<file path="config.mk">
export PLATFORM = sky130hd
export DESIGN_NAME = mtr_duty_sched_flat
export DESIGN_NICKNAME = d
export VERILOG_FILES = /design/src/rtl/mtr_duty_sched_if.sv /design/src/rtl/mtr_duty_sched.sv /design/src/flat_wrapper.sv
export SDC_FILE = /design/constraint.sdc
export NUM_CORES = 1
export LEC_CHECK = 0
export ABC_AREA = 1
export BUFFER_PORTS_ARGS = -buffer_cell sky130_fd_sc_hd__buf_2
export CORE_UTILIZATION = 60
export DETAILED_ROUTE_END_ITERATION = 7
export PLACE_DENSITY = 0.8
export SYNTH_ARGS = -nofsm -noshare
export SYNTH_HDL_FRONTEND = slang
export SYNTH_SLANG_ARGS = --single-unit
</file>
<file path="constraint.sdc">
create_clock -name clk -period 11.8 [get_ports clk]
set_input_delay 2.36 -clock clk [delete_from_list [all_inputs] [get_ports clk]]
set_output_delay 2.36 -clock clk [all_outputs]
set_load 0.01 [all_outputs]
</file>
<file path="src/rtl/mtr_duty_sched_if.sv">
// mtr_duty_sched_if
//   Bundles every non-clock signal between a motor-channel controller and the
//   duty-cycle scheduler: the PWM period tick, the drive enable, the target
//   request handshake and the scheduled duty/direction outputs.
//   master : controller side (drives synch/enable/requests, observes outputs)
//   slave  : scheduler side
//   Signals:
//     PWM_synch   1-clk pulse from the PWM generator, once per PWM period
//     en          drive enable, low forces duty to 0 (emergency stop)
//     req_valid   new target present
//     req_ready   scheduler can accept a target
//     req_duty    target duty magnitude (11 bits)
//     req_rev     target direction (1 = reverse)
//     duty        registered duty to the PWM generator
//     rev         registered direction to the bridge driver
//     busy        scheduler is not idle
//     at_target   idle, enabled and outputs equal the latched target
interface mtr_duty_sched_if;
  logic        PWM_synch;
  logic        en;
  logic        req_valid;
  logic        req_ready;
  logic [10:0] req_duty;
  logic        req_rev;
  logic [10:0] duty;
  logic        rev;
  logic        busy;
  logic        at_target;

  modport master (
    output PWM_synch, en, req_valid, req_duty, req_rev,
    input  req_ready, duty, rev, busy, at_target
  );

  modport slave (
    input  PWM_synch, en, req_valid, req_duty, req_rev,
    output req_ready, duty, rev, busy, at_target
  );
endinterface

</file>
<file path="src/rtl/mtr_duty_sched.sv">
// mtr_duty_sched
//   Slew-limited duty scheduler in front of an 11-bit PWM generator. Targets
//   are latched through a valid/ready handshake and the output duty walks
//   toward them by at most STEP LSBs per PWM period, only on PWM_synch.
//   Direction reversals brake to zero, hold zero for DEAD_PERIODS periods,
//   flip the direction bit and then ramp back up, so the bridge never sees
//   a direction change while driving.
//   Ports:
//     clk    system clock
//     rst_n  asynchronous active-low reset
//     bus    mtr_duty_sched_if.slave (synch, enable, request, duty outputs)
module mtr_duty_sched #(
  parameter int STEP         = 16,
  parameter int DEAD_PERIODS = 4
) (
  input logic              clk,
  input logic              rst_n,
  mtr_duty_sched_if.slave  bus
);

  typedef enum logic [1:0] {IDLE, RAMP, BRAKE, DEAD} state_t;

  localparam int          CW        = (DEAD_PERIODS > 1) ? $clog2(DEAD_PERIODS) : 1;
  localparam logic [CW-1:0] DEAD_LAST = CW'(DEAD_PERIODS - 1);
  localparam logic [11:0] STEP_X    = 12'(STEP);

  state_t        r_state;
  logic [10:0]   r_duty;
  logic          r_rev;
  logic [10:0]   r_tgtDuty;
  logic          r_tgtRev;
  logic [CW-1:0] r_deadCnt;

  state_t        w_nextState;
  logic [10:0]   w_nextDuty;
  logic          w_nextRev;
  logic [CW-1:0] w_nextDeadCnt;

  logic          w_busy;
  logic          w_reqReady;
  logic          w_atTarget;
  logic          w_accept;

  logic [11:0]   w_dutyX;
  logic [11:0]   w_tgtX;
  logic          w_goingUp;
  logic [11:0]   w_gap;
  logic [11:0]   w_rampStep;
  logic [11:0]   w_rampDuty;
  logic [11:0]   w_brakeStep;
  logic [11:0]   w_brakeDuty;

  // Saturate a 12-bit intermediate back into the 11-bit duty range.
  function automatic logic [10:0] clampDuty(input logic [11:0] v);
    clampDuty = v[11] ? 11'h7FF : v[10:0];
  endfunction

  assign w_accept = bus.req_valid && w_reqReady;

  // Candidate next duties for a ramp toward the target and for a brake
  // toward zero. The step is clipped to the remaining gap, so the result
  // lands exactly on the target or zero and cannot overshoot or wrap.
  always_comb begin
    w_dutyX     = {1'b0, r_duty};
    w_tgtX      = {1'b0, r_tgtDuty};
    w_goingUp   = (w_tgtX >= w_dutyX);
    w_gap       = w_goingUp ? (w_tgtX - w_dutyX) : (w_dutyX - w_tgtX);
    w_rampStep  = (w_gap > STEP_X) ? STEP_X : w_gap;
    w_rampDuty  = w_goingUp ? (w_dutyX + w_rampStep) : (w_dutyX - w_rampStep);
    w_brakeStep = (w_dutyX > STEP_X) ? STEP_X : w_dutyX;
    w_brakeDuty = w_dutyX - w_brakeStep;
  end

  // State register. Targets load on an accepted request independently of
  // the PWM tick; everything else follows the next-state logic.
  always_ff @(posedge clk or negedge rst_n) begin
    if (!rst_n) begin
      r_state   <= IDLE;
      r_duty    <= '0;
      r_rev     <= 1'b0;
      r_tgtDuty <= '0;
      r_tgtRev  <= 1'b0;
      r_deadCnt <= '0;
    end else begin
      r_state   <= w_nextState;
      r_duty    <= w_nextDuty;
      r_rev     <= w_nextRev;
      r_deadCnt <= w_nextDeadCnt;
      if (w_accept) begin
        r_tgtDuty <= bus.req_duty;
        r_tgtRev  <= bus.req_rev;
      end
    end
  end

  // Next-state logic. Dropping en overrides everything on the very next
  // clock; otherwise the state only advances on a PWM tick and always uses
  // the target that was latched before this edge. IDLE, RAMP and BRAKE share
  // one rule: a direction mismatch brakes, a match ramps toward the target,
  // which also covers a reversal request that is withdrawn mid-brake.
  always_comb begin
    w_nextState   = r_state;
    w_nextDuty    = r_duty;
    w_nextRev     = r_rev;
    w_nextDeadCnt = r_deadCnt;
    if (!bus.en) begin
      w_nextState   = DEAD;
      w_nextDuty    = '0;
      w_nextDeadCnt = '0;
    end else if (bus.PWM_synch) begin
      case (r_state)
        IDLE, RAMP, BRAKE: begin
          if (r_tgtRev != r_rev) begin
            w_nextDuty = clampDuty(w_brakeDuty);
            if (w_brakeDuty == 12'd0) begin
              w_nextState   = DEAD;
              w_nextDeadCnt = '0;
            end else begin
              w_nextState = BRAKE;
            end
          end else begin
            w_nextDuty  = clampDuty(w_rampDuty);
            w_nextState = (w_rampDuty == w_tgtX) ? IDLE : RAMP;
          end
        end
        DEAD: begin
          if (r_deadCnt == DEAD_LAST) begin
            w_nextRev     = r_tgtRev;
            w_nextDeadCnt = '0;
            w_nextState   = (r_tgtDuty == 11'd0) ? IDLE : RAMP;
          end else begin
            w_nextDeadCnt = r_deadCnt + CW'(1);
          end
        end
        default: w_nextState = IDLE;
      endcase
    end
  end

  // Status outputs decoded from the current state and registers.
  always_comb begin
    w_busy     = (r_state != IDLE);
    w_reqReady = (r_state != DEAD);
    w_atTarget = (r_state == IDLE) && bus.en &&
                 (r_duty == r_tgtDuty) && (r_rev == r_tgtRev);
  end

  assign bus.duty      = r_duty;
  assign bus.rev       = r_rev;
  assign bus.busy      = w_busy;
  assign bus.req_ready = w_reqReady;
  assign bus.at_target = w_atTarget;

endmodule
</file>
<file path="src/flat_wrapper.sv">
// flat-port wrapper written by rule: the top's interface ports become plain ports
module mtr_duty_sched_flat 
#(
  parameter int STEP         = 16,
  parameter int DEAD_PERIODS = 4
)
  (clk, rst_n, bus_PWM_synch, bus_en, bus_req_valid, bus_req_duty, bus_req_rev, bus_req_ready, bus_duty, bus_rev, bus_busy, bus_at_target);
  mtr_duty_sched_if bus_i ();
  input logic clk;
  input logic rst_n;
  input wire logic [$bits(bus_i.PWM_synch)-1:0] bus_PWM_synch;
  input wire logic [$bits(bus_i.en)-1:0] bus_en;
  input wire logic [$bits(bus_i.req_valid)-1:0] bus_req_valid;
  input wire logic [$bits(bus_i.req_duty)-1:0] bus_req_duty;
  input wire logic [$bits(bus_i.req_rev)-1:0] bus_req_rev;
  output wire logic [$bits(bus_i.req_ready)-1:0] bus_req_ready;
  output wire logic [$bits(bus_i.duty)-1:0] bus_duty;
  output wire logic [$bits(bus_i.rev)-1:0] bus_rev;
  output wire logic [$bits(bus_i.busy)-1:0] bus_busy;
  output wire logic [$bits(bus_i.at_target)-1:0] bus_at_target;
  assign bus_i.PWM_synch = bus_PWM_synch;
  assign bus_i.en = bus_en;
  assign bus_i.req_valid = bus_req_valid;
  assign bus_i.req_duty = bus_req_duty;
  assign bus_i.req_rev = bus_req_rev;
  assign bus_req_ready = bus_i.req_ready;
  assign bus_duty = bus_i.duty;
  assign bus_rev = bus_i.rev;
  assign bus_busy = bus_i.busy;
  assign bus_at_target = bus_i.at_target;
  mtr_duty_sched #(.STEP(STEP), .DEAD_PERIODS(DEAD_PERIODS)) u_core (.clk(clk), .rst_n(rst_n), .bus(bus_i));
endmodule
</file>
# After elaboration in Yosys (flattened, before gate mapping)
# Index checks and enable logic that the tools add are counted.
# op_classes
eq_ne,14
reduce_logical,13
mux,24
add_sub_neg,6
n_lt_le_gt_ge,3
# ops
operator,count
$mux W11,7
$mux W12,3
$sub A11 B11 Y12,2
$sub A11 B12 Y12,2
$mux W2,9
$add A11 B12 Y12,1
$eq A12 B11 Y1,1
$gt A12 B5 Y1 const B,1
$logic_not A12 Y1,1
$eq A11 B11 Y1,1
$ge A11 B11 Y1,1
$gt A11 B5 Y1 const B,1
$logic_not A11 Y1,1
$ne A3 B2 Y1 const B,3
$pmux W2 S2,2
$eq A2 B2 Y1 const B,3
$logic_and A1 B1 Y1,4
$ne A2 B2 Y1 const B,2
$reduce_and A2 Y1,2
$reduce_and A4 Y1,1
$mux W1,3
$reduce_and A3 Y1,1
$reduce_or A3 Y1,1
$add A2 B1 Y2 const B,1
6 further kinds,6
# totals
in_bits,17
wordCells,66
register_bits,28
output_inout_bits,15

# Logic depth before layout (Yosys ltp)
# logic_depth
depth_word,12
mapped_depth,42

# Worst setup path before layout
# Ideal clock, no wire load.
# synth_path
kind,input-to-output
start,input bus_en
end,output bus_at_target
t_arrival_ns,2.872
slack_ns,6.568
t_required_ns,9.440
cell_stages,2
path_cell_list,inv_1 > nor4_1
# synth_between
elab_chain_cells,3
# synth_rtl
item,line,text
from (decl),flat_wrapper.sv:12,input wire logic [$bits(bus_i.en)-1:0] bus_en;
$logic_and A1 B1 Y1 (2 in series),mtr_duty_sched.sv:144,w_atTarget = (r_state == IDLE) && bus.en &&
$logic_and A1 B1 Y1,mtr_duty_sched.sv:145,(r_duty == r_tgtDuty) && (r_rev == r_tgtRev);
to (decl),flat_wrapper.sv:20,output wire logic [$bits(bus_i.at_target)-1:0] bus_at_target;
# Every way passes these cells.

# Worst setup path in the final report
# layout_path
start,"register u_core.r_duty[1], in the netlist u_core.bus.duty[1]"
end,register u_core.r_state[0]
# layout_between
elab_chain_cells,12
# layout_rtl
item,line,text
from (decl),mtr_duty_sched.sv:28,logic [10:0] r_duty;
from (signal assigned),mtr_duty_sched.sv:86,r_duty <= w_nextDuty;
$sub A11 B11 Y12 / $ge A11 B11 Y1 (equally long branches),"mtr_duty_sched.sv:67, mtr_duty_sched.sv:66",
$mux W12,mtr_duty_sched.sv:67,w_gap = w_goingUp ? (w_tgtX - w_dutyX) : (w_dutyX - w_tgtX);
$gt A12 B5 Y1,mtr_duty_sched.sv:68,w_rampStep = (w_gap > STEP_X) ? STEP_X : w_gap;
$mux W12,mtr_duty_sched.sv:68,
$sub A11 B12 Y12 / $add A11 B12 Y12 (equally long branches),mtr_duty_sched.sv:69,w_rampDuty = w_goingUp ? (w_dutyX + w_rampStep) : (w_dutyX - w_rampStep);
$mux W12,mtr_duty_sched.sv:69,
$eq A12 B11 Y1,mtr_duty_sched.sv:123,w_nextState = (w_rampDuty == w_tgtX) ? IDLE : RAMP;
$mux W1,mtr_duty_sched.sv:123,
$mux W2 *,mtr_duty_sched.sv:113,if (r_tgtRev != r_rev) begin
$pmux W2 S2 *,mtr_duty_sched.sv:111,case (r_state)
$mux W2 *,mtr_duty_sched.sv:110,end else if (bus.PWM_synch) begin
$mux W2 *,mtr_duty_sched.sv:106,if (!bus.en) begin
to (signal assigned),mtr_duty_sched.sv:85,r_state <= w_nextState;
to (decl),mtr_duty_sched.sv:27,state_t r_state;
# Mark *: on every way between the ends. The rest lies on a longest branch, timed or not. The select of a mux whose other input is x is not followed.
# A chain may end at the register's enable or synchronous reset.

==> flow_metrics.env <==
export IMPL_status="completed"
export IMPL_ant_nets=0
export IMPL_ys_seq_area_share_pct=17.0
export IMPL_fillCellCount=631
export IMPL_gr_total_overflow=0
export IMPL_cts_tree="done"
export IMPL_finClkSkew_ps=3.64
export IMPL_dr_pass1_iters=5
export IMPL_die_h_um=84.9
export IMPL_r2r_cells=35
export IMPL_tightest_slew_ps=1170
export IMPL_grt_pass1_wl_um=20300
export IMPL_synth_top_cell_area_share_pct=20.9
export IMPL_fin_crit_sh_pct=52.5
export IMPL_antennaDiodeCount=0
export IMPL_dp_cells=778
export IMPL_root_buffer="clkbuf_8"
export IMPL_io_buffers=31
export IMPL_hold_path_class="reg2reg"
export IMPL_endpoint="u_core.r_state[0]"
export IMPL_relSlewSlack_pct=21.6
export IMPL_synth_area_top_cells="nand2_1 (21%), dfrtp_1 (17%), ha_1 (12%)"
export IMPL_grt_pass1_vias=4127
export IMPL_grt_util_all_layers_pct=36.0
export IMPL_nNetsFinal=766
export IMPL_core_area_um2=6490
export IMPL_synth_area_um2=4130
export IMPL_crit_buf_inv=6
export IMPL_std_cell_rows=29
export IMPL_die_area_um2=7210
export IMPL_required_ps=12030
export IMPL_path_class="reg2reg"
export IMPL_num_io_pins=32
export IMPL_hold_buffers=0
export IMPL_num_vias=4437
export IMPL_ys_warn_count=0
export IMPL_crit_fanout=22
export IMPL_syn_num_nets=744
export IMPL_multi_input_area_um2=2910
export IMPL_register_area_um2=701
export IMPL_pre_cts_ws_ps=5790
export IMPL_rrSetupSlack_ps=5610
export IMPL_hold_viol_final=0
export IMPL_path_depth=35
export IMPL_placed_area_um2=4280
export IMPL_fp_dieW_um=84.9
export IMPL_cp_common_cell="nand2_1"
export IMPL_route_detailed_drc=0
export IMPL_cts_inserted_buffers=3
export IMPL_cts_buffer_depth=2
export IMPL_drt_iter0_markers=411
export IMPL_cpPeakStageDelay_ps=650
export IMPL_final_area_um2=4350
export IMPL_syn_avg_cell_area_um2=6.03
export IMPL_postCtsSetupBuffers=0
export IMPL_layoutNonFillerInstCount=782
export IMPL_antenna_found_initial=0
export IMPL_wl_um=12600
export IMPL_cp_slowest_cell="dfrtp_1"
export IMPL_clock_latency_ps=290
export IMPL_syn2layout_area_growth_pct=5.46
export IMPL_setup_viol=0
export IMPL_r2r_start="u_core.bus.duty[1]"
export IMPL_startpoint="u_core.bus.duty[1]"
export IMPL_max_freq_mhz=161
export IMPL_r2r_end="u_core.r_state[0]"
export IMPL_drt_wirelength_per_cell_um=16.1
export IMPL_clkSinkCount=28
export IMPL_clkTransAtPathRegs_ps=100
export IMPL_fin_setup_tns_ps=0
export IMPL_cts_htree_levels=1
export IMPL_cp_end_kind="flop"
export IMPL_via_per_inst=5.67
export IMPL_synth_cell_types=37
export IMPL_synthCells=684
export IMPL_synth_seq_cells=28
export IMPL_worstSetupStartpointType="flop"
export IMPL_cp_arrival_ps=6430
export IMPL_synth_top_cell_by_area="nand2_1"
export IMPL_maxCapViolCount=0
export IMPL_fin_ws_ps=5610
export IMPL_grt_max_degree=29
export IMPL_hpwl_um=10400
export IMPL_rsz0062_at_grt="no"
export IMPL_cts_resized=0
export IMPL_globalplace_congestion=1.01
export IMPL_start_util_pct=63.6
export IMPL_min_period_ps=6190
export IMPL_drv_slew=0
export IMPL_drive_gt1_share_pct=9.93
export IMPL_critPathTopFamily="simple AND/OR/NAND/NOR gates"
## registers in the layout, summed over array words and instances, names as in the netlist
name and flops:
u_core.r_tgtDuty 11, u_core.bus.duty 11, u_core.r_state 2, u_core.r_deadCnt 2, u_core.bus.rev 1, u_core.r_tgtRev 1
## per-layer routing
metal / vias to the layer above / wire, µm / global-route usage [%]
met5: - / 0 / 0
met4: 0 / 214 / 8.01
met3: 22 / 1100 / 4.47
met2: 223 / 5580 / 58.8
met1: 2005 / 5700 / 51.1
li1: 2187 / - / -
## how the worst min path moves through the flow
stage / endpoint / depth (start not counted) / startpoint / slack (ps)
6_report: u_core.r_deadCnt[1] / 2 / u_core.r_deadCnt[1] / 530
5_1_grt: u_core.r_deadCnt[1] / 2 / u_core.r_deadCnt[1] / 540
4_1_cts: u_core.r_state[1] / 2 / u_core.r_state[1] / 520
3_5_place_dp: u_core.r_state[1] / 2 / u_core.r_state[1] / 500
3_3_place_gp: u_core.r_deadCnt[1] / 2 / u_core.r_deadCnt[1] / 480
2_1_floorplan: u_core.r_deadCnt[1] / 2 / u_core.r_deadCnt[1] / 460
## per-stage QoR
step           utilization [%]  hold WS (ps)
2_1_floorplan                -           457
3_5_place_dp              65.9           499
3_3_place_gp              65.9           477
4_1_cts                   67.0           521
6_report                  67.0           534
5_1_grt                   67.0           540
## cell usage after synthesis, drive strengths merged
master / n
nor4: 4
nand4: 17
inv: 111
o31ai: 1
o2111a: 1
xnor2: 7
conb: 1
o21ai: 11
nand2: 240
o21bai: 2
nand3: 61
buf: 9
nand3b: 2
a21oi: 39
nor2: 65
ha: 40
clkbuf: 5
a31oi: 4
o211ai: 5
or2: 4
fa: 3
nor3: 4
dfrtp: 28
xor2: 20
## final cells by class
cell class | count | area share, %
clock buffers | 3 | 0.949
clock inverters | 1 | 0.690
inverters | 111 | 9.57
multi-input cells | 531 | 66.9
flip-flops and latches | 28 | 16.1
well taps | 77 | 2.21
repair buffers | 31 | 3.56
## tightest hold or removal path, stage by stage, from the launching register on
cell,delay (ps)
dfrtp_1,370
nand2_1,50
o21ai_0,80
## cells by family after synthesis
logic type      share of synthesized area [%]
simple gates                             42.6
buf+inv                                  12.5
compound gates                           8.52
fa+ha+maj                                13.6
flops                                    17.0
xor+xnor                                 5.73
other cells                            0.0908
## cells in the final DEF (no fill, tap or decap), types with 2 or more instances in the layout
master | synthesis | layout
a21oi_1 | 39 | 39
a31oi_1 | 4 | 4
buf_2 | 5 | 31
clkbuf_8 | 0 | 3
dfrtp_1 | 28 | 28
fa_1 | 3 | 3
ha_1 | 40 | 40
inv_1 | 108 | 108
inv_2 | 3 | 3
nand2_1 | 230 | 230
nand2_2 | 7 | 7
nand2_4 | 3 | 3
nand3_1 | 54 | 54
nand3_2 | 7 | 7
nand3b_1 | 2 | 2
nand4_1 | 16 | 16
nor2_1 | 56 | 56
nor2_2 | 6 | 6
nor2_4 | 3 | 3
nor3_1 | 4 | 4
nor4_1 | 4 | 4
o211ai_1 | 4 | 4
o21ai_0 | 9 | 9
o21ai_1 | 2 | 2
o21bai_1 | 2 | 2
or2_2 | 4 | 4
xnor2_1 | 7 | 7
xor2_1 | 20 | 20
Power is not shown: default switching activity piles up to over one toggle a cycle in this logic, so the estimate is an artifact.
